===== src/rtl/apb_mux_pkg.sv =====
// Shared state encodings, slot record and constant helpers for the APB slave mux.
package apb_mux_pkg;

    localparam logic [1:0] ST_IDLE   = 2'd0;
    localparam logic [1:0] ST_SETUP  = 2'd1;
    localparam logic [1:0] ST_ACCESS = 2'd2;
    localparam logic [1:0] ST_ABORT  = 2'd3;

    // idx is sized for the largest supported slave count (8).
    typedef struct packed {
        logic       hit;
        logic [2:0] idx;
    } slot_t;

    function automatic int clog2(input int n);
        int r;
        r = 0;
        for (int i = 0; i < 31; i++) begin
            if ((1 << i) < n) r = i + 1;
        end
        return r;
    endfunction

endpackage


===== src/rtl/apb_wdt_cnt.sv =====
// PREADY watchdog counter: clear has priority over enable; expired flags the last waited cycle.
module apb_wdt_cnt #(
    parameter int unsigned CNTW    = 8,
    parameter int unsigned TIMEOUT = 255
) (
    input  logic clk_i,
    input  logic rst_ni,
    input  logic clr_i,
    input  logic en_i,
    output logic expired_o
);

    localparam logic [CNTW-1:0] LIMIT = CNTW'((TIMEOUT == 0) ? 0 : TIMEOUT - 1);

    logic [CNTW-1:0] cnt_q, cnt_d;

    always_comb begin
        cnt_d = cnt_q;
        if (clr_i) begin
            cnt_d = '0;
        end else if (en_i) begin
            cnt_d = cnt_q + 1'b1;
        end
    end

    always_ff @(posedge clk_i or negedge rst_ni) begin
        if (!rst_ni) begin
            cnt_q <= '0;
        end else begin
            cnt_q <= cnt_d;
        end
    end

    assign expired_o = (TIMEOUT != 0) && (cnt_q == LIMIT);

endmodule


===== src/rtl/apb_slave_mux_wdt.sv =====
// APB decoder/mux between the bridge and NSLV slaves, with unmapped-address error,
// PREADY watchdog abort and a software-visible error log.
module apb_slave_mux_wdt
    import apb_mux_pkg::*;
#(
    parameter int unsigned ADDRWIDTH = 16,
    parameter int unsigned NSLV      = 4,
    parameter int unsigned SEL_LSB   = 12,
    parameter int unsigned TIMEOUT   = 255,
    parameter int unsigned CNTW      = 8
) (
    input  logic                 HCLK,
    input  logic                 HRESETn,
    input  logic                 PCLKEN,
    input  logic                 PSEL,
    input  logic                 PENABLE,
    input  logic                 PWRITE,
    input  logic [ADDRWIDTH-1:0] PADDR,
    output logic [31:0]          PRDATA,
    output logic                 PREADY,
    output logic                 PSLVERR,
    output logic [NSLV-1:0]      PSELX,
    input  logic [32*NSLV-1:0]   PRDATAX,
    input  logic [NSLV-1:0]      PREADYX,
    input  logic [NSLV-1:0]      PSLVERRX,
    output logic [CNTW-1:0]      ERR_CNT,
    output logic [ADDRWIDTH-1:0] ERR_ADDR,
    output logic                 ERR_TO,
    input  logic                 ERR_CLR
);

    localparam int          SEL_RAW = clog2(int'(NSLV));
    localparam int unsigned SELW    = (SEL_RAW < 1) ? 1 : SEL_RAW;

    logic [1:0]           state_q, state_d;
    slot_t                slot_q, slot_d, dec;
    logic [ADDRWIDTH-1:0] upper;
    logic [NSLV-1:0]      live_oh, slot_oh;
    logic                 sel_rdy, sel_err;
    logic [31:0]          sel_rdata;
    logic                 wdt_clr, wdt_en, wdt_expired;
    logic                 log_err, log_to;
    logic [CNTW-1:0]      err_cnt_q, err_cnt_d;
    logic [ADDRWIDTH-1:0] err_addr_q, err_addr_d;
    logic                 err_to_q, err_to_d;
    logic                 unused_pwrite;

    assign unused_pwrite = PWRITE;

    assign upper = PADDR >> (SEL_LSB + SELW);

    always_comb begin
        dec     = '0;
        dec.idx = 3'(PADDR[SEL_LSB +: SELW]);
        dec.hit = (upper == '0) && (32'(dec.idx) < NSLV);
    end

    always_comb begin
        live_oh   = '0;
        slot_oh   = '0;
        sel_rdy   = 1'b0;
        sel_err   = 1'b0;
        sel_rdata = '0;
        for (int i = 0; i < int'(NSLV); i++) begin
            live_oh[i] = dec.hit && (dec.idx == 3'(i));
            slot_oh[i] = slot_q.hit && (slot_q.idx == 3'(i));
            if (slot_oh[i]) begin
                sel_rdy   = PREADYX[i];
                sel_err   = PSLVERRX[i];
                sel_rdata = PRDATAX[32*i +: 32];
            end
        end
    end

    // Upstream response is purely combinational from state, slot and the slave inputs.
    always_comb begin
        PSELX   = '0;
        PREADY  = 1'b0;
        PSLVERR = 1'b0;
        PRDATA  = (state_q == ST_ABORT) ? 32'h0 : sel_rdata;
        case (state_q)
            ST_SETUP: PSELX = live_oh & {NSLV{PSEL}};
            ST_ACCESS: begin
                PSELX = slot_oh & {NSLV{PSEL}};
                if (slot_q.hit) begin
                    PREADY  = sel_rdy;
                    PSLVERR = sel_err & sel_rdy;
                end else begin
                    PREADY  = 1'b1;
                    PSLVERR = 1'b1;
                end
            end
            ST_ABORT: begin
                PREADY  = 1'b1;
                PSLVERR = 1'b1;
            end
            default: ;
        endcase
    end

    always_comb begin
        state_d = state_q;
        slot_d  = slot_q;
        wdt_clr = 1'b0;
        wdt_en  = 1'b0;
        log_err = 1'b0;
        log_to  = 1'b0;
        if (PCLKEN) begin
            case (state_q)
                ST_IDLE: begin
                    if (PSEL && !PENABLE) begin
                        state_d = ST_SETUP;
                        slot_d  = dec;
                    end
                end
                ST_SETUP: begin
                    wdt_clr = 1'b1;
                    state_d = PSEL ? ST_ACCESS : ST_IDLE;
                end
                ST_ACCESS: begin
                    if (!PSEL) begin
                        state_d = ST_IDLE;
                    end else if (!slot_q.hit || sel_rdy) begin
                        log_err = !slot_q.hit || sel_err;
                        if (!PENABLE) begin
                            state_d = ST_SETUP;
                            slot_d  = dec;
                        end else begin
                            state_d = ST_IDLE;
                        end
                    end else if (wdt_expired) begin
                        state_d = ST_ABORT;
                    end else begin
                        wdt_en = 1'b1;
                    end
                end
                default: begin
                    state_d = ST_IDLE;
                    log_err = 1'b1;
                    log_to  = 1'b1;
                end
            endcase
        end
    end

    always_comb begin
        err_cnt_d  = err_cnt_q;
        err_addr_d = err_addr_q;
        err_to_d   = err_to_q;
        if (ERR_CLR) begin
            err_cnt_d  = '0;
            err_addr_d = '0;
            err_to_d   = 1'b0;
        end else if (log_err) begin
            err_addr_d = PADDR;
            err_to_d   = log_to;
            if (err_cnt_q != '1) err_cnt_d = err_cnt_q + 1'b1;
        end
    end

    always_ff @(posedge HCLK or negedge HRESETn) begin
        if (!HRESETn) begin
            state_q    <= ST_IDLE;
            slot_q     <= '0;
            err_cnt_q  <= '0;
            err_addr_q <= '0;
            err_to_q   <= 1'b0;
        end else begin
            state_q    <= state_d;
            slot_q     <= slot_d;
            err_cnt_q  <= err_cnt_d;
            err_addr_q <= err_addr_d;
            err_to_q   <= err_to_d;
        end
    end

    apb_wdt_cnt #(
        .CNTW    (CNTW),
        .TIMEOUT (TIMEOUT)
    ) u_wdt (
        .clk_i     (HCLK),
        .rst_ni    (HRESETn),
        .clr_i     (wdt_clr),
        .en_i      (wdt_en),
        .expired_o (wdt_expired)
    );

    assign ERR_CNT  = err_cnt_q;
    assign ERR_ADDR = err_addr_q;
    assign ERR_TO   = err_to_q;

endmodule


===== config.mk =====
export PLATFORM = sky130hd
export DESIGN_NAME = apb_slave_mux_wdt
export DESIGN_NICKNAME = d
export VERILOG_FILES = /design/src/rtl/apb_mux_pkg.sv /design/src/rtl/apb_wdt_cnt.sv /design/src/rtl/apb_slave_mux_wdt.sv
export SDC_FILE = /design/constraint.sdc
export NUM_CORES = 1
export LEC_CHECK = 0
export BUFFER_PORTS_ARGS = -buffer_cell sky130_fd_sc_hd__buf_2
export CAP_MARGIN = 10
export CORE_ASPECT_RATIO = 0.9
export CORE_MARGIN = 2
export CORE_UTILIZATION = 45
export CTS_CLUSTER_DIAMETER = 100
export DETAILED_ROUTE_END_ITERATION = 8
export GPL_TIMING_DRIVEN = 1
export PLACE_DENSITY_LB_ADDON = 0.3
export SLEW_MARGIN = 0
export SYNTH_ARGS = -nofsm -noshare
export SYNTH_HDL_FRONTEND = slang
export SYNTH_HIERARCHICAL = 1
export SYNTH_SLANG_ARGS = --single-unit

===== constraint.sdc =====
create_clock -name HCLK -period 5.1 [get_ports HCLK]
set_clock_uncertainty 0.15 [all_clocks]
set_input_delay 0.765 -clock HCLK [delete_from_list [all_inputs] [get_ports HCLK]]
set_output_delay 0.765 -clock HCLK [all_outputs]
set_load 0.02 [all_outputs]

## After elaboration in Yosys (flattened, before gate mapping)

Index checks and enable logic that the tools add are counted.

- Input port bits: 159
- Word-level logic and storage cells: 106
- Register bits after elaboration: 39
- Output and inout port bits: 63

- Reduce and logical (&&, ||, !) cells: 26
- Add/sub/neg operators: 2
- Mux-type cells: 52
- Bitwise operators: 3
- Equal/unequal tests: 16

Operators with widths:

| operator | number |
|---|---|
| 2-to-1 mux 32 bit | 5 |
| 2-to-1 mux 8 bit | 5 |
| 2-to-1 mux 16 bit | 2 |
| 2-to-1 mux 1 bit | 25 |
| adder 8 x 1 -> 8 bit, second input constant | 2 |
| logical NOT 16 bit | 1 |
| 2-to-1 mux 4 bit | 4 |
| case mux 4 bit (2 select lines) | 2 |
| 2-to-1 mux 2 bit | 5 |
| logical AND 1 bit | 9 |
| AND 4 bit | 2 |
| equality test 2 bit, second input constant | 4 |
| equality test 8 bit, second input constant | 1 |
| != test 2 bit, second input constant | 4 |
| != test 8 bit, second input constant | 1 |
| nonzero test 2 bit | 4 |
| equality test 3 x 2 -> 1 bit, second input constant | 2 |
| logical NOT 3 bit | 2 |
| case mux 1 bit (2 select lines) | 3 |
| case mux 2 bit (3 select lines) | 1 |
| AND reduction 6 bit | 1 |
| equality test 2 x 1 -> 1 bit, second input constant | 2 |
| != test 4 x 3 -> 1 bit, second input constant | 1 |
| equality test 3 x 1 -> 1 bit, second input constant | 1 |
| other kinds (8) | 10 |

## Logic depth before layout (Yosys ltp)

- Depth in word-level cells: 13
- Gate-level depth with buffers: 9
- Mapped depth without buffers: 8

## Hierarchy

The synthesis kept the hierarchy.

By module, submodules not included:

| module | area each (µm²) | seq. area each (µm²) | instances | cells each |
|---|---|---|---|---|
| apb_slave_mux_wdt | 2615.0 | 750.7 | 1 | 315 |
| apb_wdt_cnt | 410.4 | 200.2 | 1 | 41 |

## Least setup slack after synthesis

Ideal clock, no wire load.

- Path type: register to output
- Start point: register slot_q[0] (netlist bit)
- End point: output PRDATA[30]
- Cell stages (with the launch flop): 7
- Data arrival time: 1683 ps
- Setup slack: 2502 ps
- Required time: 4185 ps
- Cell sequence: dfrtp_1 > buf_4 > clkbuf_1 > nand2b_1 > buf_1 > o22ai_1 > nor2_1

- Cells in the longest elaborated chain, start to end: 7
- Elaborated cells on any way between the ends: 13
- Those cells by class: eq/ne: 3; mux: 5; reduce/logical: 5

RTL lines:

| item | RTL line | source |
|---|---|---|
| start: declaration | apb_slave_mux_wdt.sv:36 | `slot_t slot_q, slot_d, dec;` |
| start signal: assignment | apb_slave_mux_wdt.sv:170 | `slot_q <= slot_d;` |
| logical NOT 3 bit | apb_slave_mux_wdt.sv:66 | `slot_oh[i] = slot_q.hit && (slot_q.idx == 3'(i));` |
| logical AND 1 bit | apb_slave_mux_wdt.sv:66 |  |
| 2-to-1 mux 32 bit (3 in a row) | apb_slave_mux_wdt.sv:67 | `if (slot_oh[i]) begin` |
| 2-to-1 mux 32 bit (*) | apb_slave_mux_wdt.sv:67 |  |
| 2-to-1 mux 32 bit (*) | apb_slave_mux_wdt.sv:80 | `PRDATA = (state_q == ST_ABORT) ? 32'h0 : sel_rdata;` |
| end: declaration | apb_slave_mux_wdt.sv:19 | `output logic [31:0] PRDATA,` |

Mark *: on every way between the ends. The rest lies on a longest branch, timed or not.

## Worst setup path in the final report

- Start point: register slot_q[1] (netlist bit)
- End point: output PRDATA[2]

The elaborated chain is that of the path after synthesis.

==> results.py <==
metrics = {
    "global_routing": {
        "grt.total_usage_pct": 24.9,
        "grt_pass1_wl_um": 15100,
        "grt_max_degree": 39,
        "overflow": 0,
        "antenna_found_initial": 0,
        "grt_pass1_vias": 3193,
    },
    "die": {
        "fp.coreArea_mm2": 0.00655,
        "rows": 28,
        "die-area_mm2": 0.00740,
        "start_util_pct": 46.2,
        "die_x_um": 90.4,
        "die_y_um": 81.8,
        "io_pins": 222,
    },
    "yosys": {
        "ys_seq_area_share_pct": 31.4,
        "synthCells": 356,
        "syn_area_per_cell_um2": 8.50,
        "synth_edf_count": 0,
        "ys_types": 43,
        "ys.flop_type": "dfrtp_1",
        "syn-num-nets": 522,
        "synth-seq-cells": 38,
        "async_flop_share_pct": 100,
        "yosys_warnings": 6,
        "syn_area_mm2": 0.00303,
    },
    "clocking": {
        "numCtsBuffers": 5,
        "cts_tree": "built",
        "h-tree-depth": 2,
        "cts_buffer_depth": 2,
        "cts_hold_buf": 0,
        "post_cts_buffers": 0,
        "cts-root-buf": "clkbuf_8",
        "clk_latency_ps": 300,
        "cts.clk_slew.worst_paths_ps": 80,
        "clkSinkCount": 38,
        "post_cts_resized": 0,
    },
    "timing": {
        "finalCriticalPeriod_ps": 3960,
        "fmax_mhz": 253,
        "setup_viol": 0,
        "grt_setup_unrepaired": "no",
        "finalSetupTns_ps": 0,
        "period_share_pct": 77.6,
        "relSlewSlack_pct": 31.2,
        "hold_viol": 0,
        "slew_viol_final": 0,
        "whs_ps": 367,
        "worstMarginPinSlew_ps": 1030,
    },
    "placed_design": {
        "hpwl_um": 7770,
        "port_buffers": 220,
        "dp.cells": 644,
        "gp_congestion": 0.838,
    },
    "route": {
        "final_antenna_net_count": 0,
        "firstDrtPassIters": 4,
        "wl_per_cell_um": 15.5,
        "drtIter0Drc": 134,
        "via_per_inst": 5.28,
        "dr_total_vias": 3451,
        "wl_um": 10100,
        "drc": 0,
    },
    "min_path": {
        "hold_class": "flip-flop to flip-flop",
    },
    "final_layout": {
        "num-nets-final": 728,
        "fillers": 583,
        "instances_no_fill": 653,
        "syn2layout_area_growth_pct": 41.5,
        "final_layout_size_suffix_gt1_share_pct": 49.7,
        "diodes": 0,
        "final_core_util_pct": 65.3,
    },
    "critical_path": {
        "cpMaxStageDelayCell": "dfrtp_1",
        "path_buf_inv": 2,
        "crit_arrival_ps": 3040,
        "path_cells": "buf_4 -> nand3_1 -> o21ai_0 -> nor2_1 -> buf_2",
        "cp-end-kind": "output pin",
        "cp-start-kind": "flip-flop",
        "critPathRequiredTime_ps": 4180,
        "cp_max_fo": 32,
        "cpLargestDelayFamily": "simple AND/OR/NAND/NOR gates",
        "path_class": "flip-flop to output pin",
        "critical-path-max-stage-delay_ps": 760,
    },
    "pwr": {
        "peakVddDrop_v": 0.000213,
        "p_per_area_mw_per_mm2": 439,
        "p_leak_nw": 2.25,
    },
    "run": {
        "cap_violations": 0,
    },
    "status": {
        "status": "completed",
    },
}
[worst paths after layout]
path | from | cells after the start | end | slack (ps)
worst max-delay path | slot_q[1] | 5 | PRDATA[2] | 1140
worst min-delay path | ERR_ADDR[5] | 2 | ERR_ADDR[5] | 370
worst max register to register | slot_q[0] | 9 | u_wdt/cnt_q[7] | 2040
worst min register to register | ERR_ADDR[5] | 2 | ERR_ADDR[5] | 370
max in group asynchronous | HRESETn | 1 | slot_q[0] | 3800
min in group asynchronous | HRESETn | 1 | ERR_ADDR[3] | 420
[cells in the final DEF, fill, tap and decap left out, types with 2 or more instances in the layout]
cell,synthesis,layout
nand3_1,8,8
o22ai_1,33,33
nor3_1,5,4
mux2_2,38,38
nor2b_1,7,7
mux2_1,2,2
clkbuf_8,0,6
nor2_1,68,68
a21oi_1,8,8
mux2_4,2,2
mux2i_1,21,21
ha_1,7,7
inv_1,5,5
a21o_1,2,2
nand2_1,11,11
buf_4,2,5
or3_1,4,4
xor2_1,3,3
o21ai_0,37,37
nand4_1,4,4
nand2b_1,4,4
dfrtp_1,38,37
buf_2,3,220
xnor2_1,2,2
and3_1,3,3
[report_power, final]
part	total [mW]	switching (mW)	internal, mW
clock	0.222	0.113	0.109
sequential	0.441	0.0868	0.354
combinational	1.22	0.707	0.508
[metal layers]
layer	share of wire, %	GRT usage [%]	up-vias
met1	42	32.3	1611
met4	1.1	6.92	0
met5	0	0	-
met2	50	42.7	135
li1	-	-	1699
met3	6.5	5.32	6
[cells by family (layout without fill, tap and decap cells)]
family / after synthesis / in the layout / share of synthesized area [%]
buffers and inverters: 32 / 239 / 4.34
AO/OA/AOI/OAI: 90 / 90 / 17.9
XOR/XNOR: 5 / 5 / 1.45
multiplexers: 63 / 63 / 22.8
AND/OR/NAND/NOR: 121 / 121 / 19.2
adder cells (fa/ha/maj): 7 / 7 / 2.89
flip-flops: 38 / 38 / 31.4
[cell usage after synthesis (2+ instances only)]
| master | instances | area (µm²) |
|---|---|---|
| nor2_1 | 68 | 255 |
| dfrtp_1 | 38 | 951 |
| mux2_2 | 38 | 428 |
| o21ai_0 | 37 | 185 |
| o22ai_1 | 33 | 206 |
| mux2i_1 | 21 | 210 |
| clkbuf_1 | 15 | 56.3 |
| nand2_1 | 11 | 41.3 |
| a21oi_1 | 8 | 40.0 |
| nand3_1 | 8 | 40.0 |
| buf_1 | 7 | 26.3 |
| ha_1 | 7 | 87.6 |
| nor2b_1 | 7 | 43.8 |
| inv_1 | 5 | 18.8 |
| nor3_1 | 5 | 25.0 |
| nand2b_1 | 4 | 25.0 |
| nand4_1 | 4 | 25.0 |
| or3_1 | 4 | 25.0 |
| and3_1 | 3 | 18.8 |
| buf_2 | 3 | 15.0 |
| xor2_1 | 3 | 26.3 |
| a21o_1 | 2 | 15.0 |
| buf_4 | 2 | 15.0 |
| mux2_1 | 2 | 22.5 |
| mux2_4 | 2 | 30.0 |
| xnor2_1 | 2 | 17.5 |
[per-stage QoR]
stage / setup slack [ps] / power (mW) / instance area, µm²
4_1_cts: 1170 / 1.87 / 4270
5_1_grt: 921 / 2.01 / 4280
2_1_floorplan: 2500 / 1.29 / 3030
3_5_place_dp: 1520 / 1.64 / 4170
3_3_place_gp: 1630 / 1.61 / 4170
6_report: 1140 / 1.88 / 4280
[state kept, by name, summed over array words and instances, names as in the netlist]
| signal | cells |
|---|---|
| slot_q | 3 |
| ERR_TO | 1 |
| ERR_CNT | 8 |
| state_q | 2 |
| ERR_ADDR | 16 |
| u_wdt/cnt_q | 8 |
[final cells by class]
class	instances	area [µm²]	share of cell area (%)
clock buffers	6	82.6	1.93
clock inverters	2	12.5	0.292
inverters	5	18.8	0.438
multi-input cells	286	1950	45.5
flip-flops and latches	38	952	22.2
well taps	90	113	2.63
repair buffers	226	1150	27.0
[worst reg2reg max path, stage by stage (launching register included)]
cell	delay (ps)
dfrtp_2	640
buf_4	400
mux2_4	370
mux2i_1	140
nand2_1	120
nor4b_1	310
buf_4	220
nand4_4	130
or3_1	320
a21oi_1	170
Power figures use the tool's default switching activity.
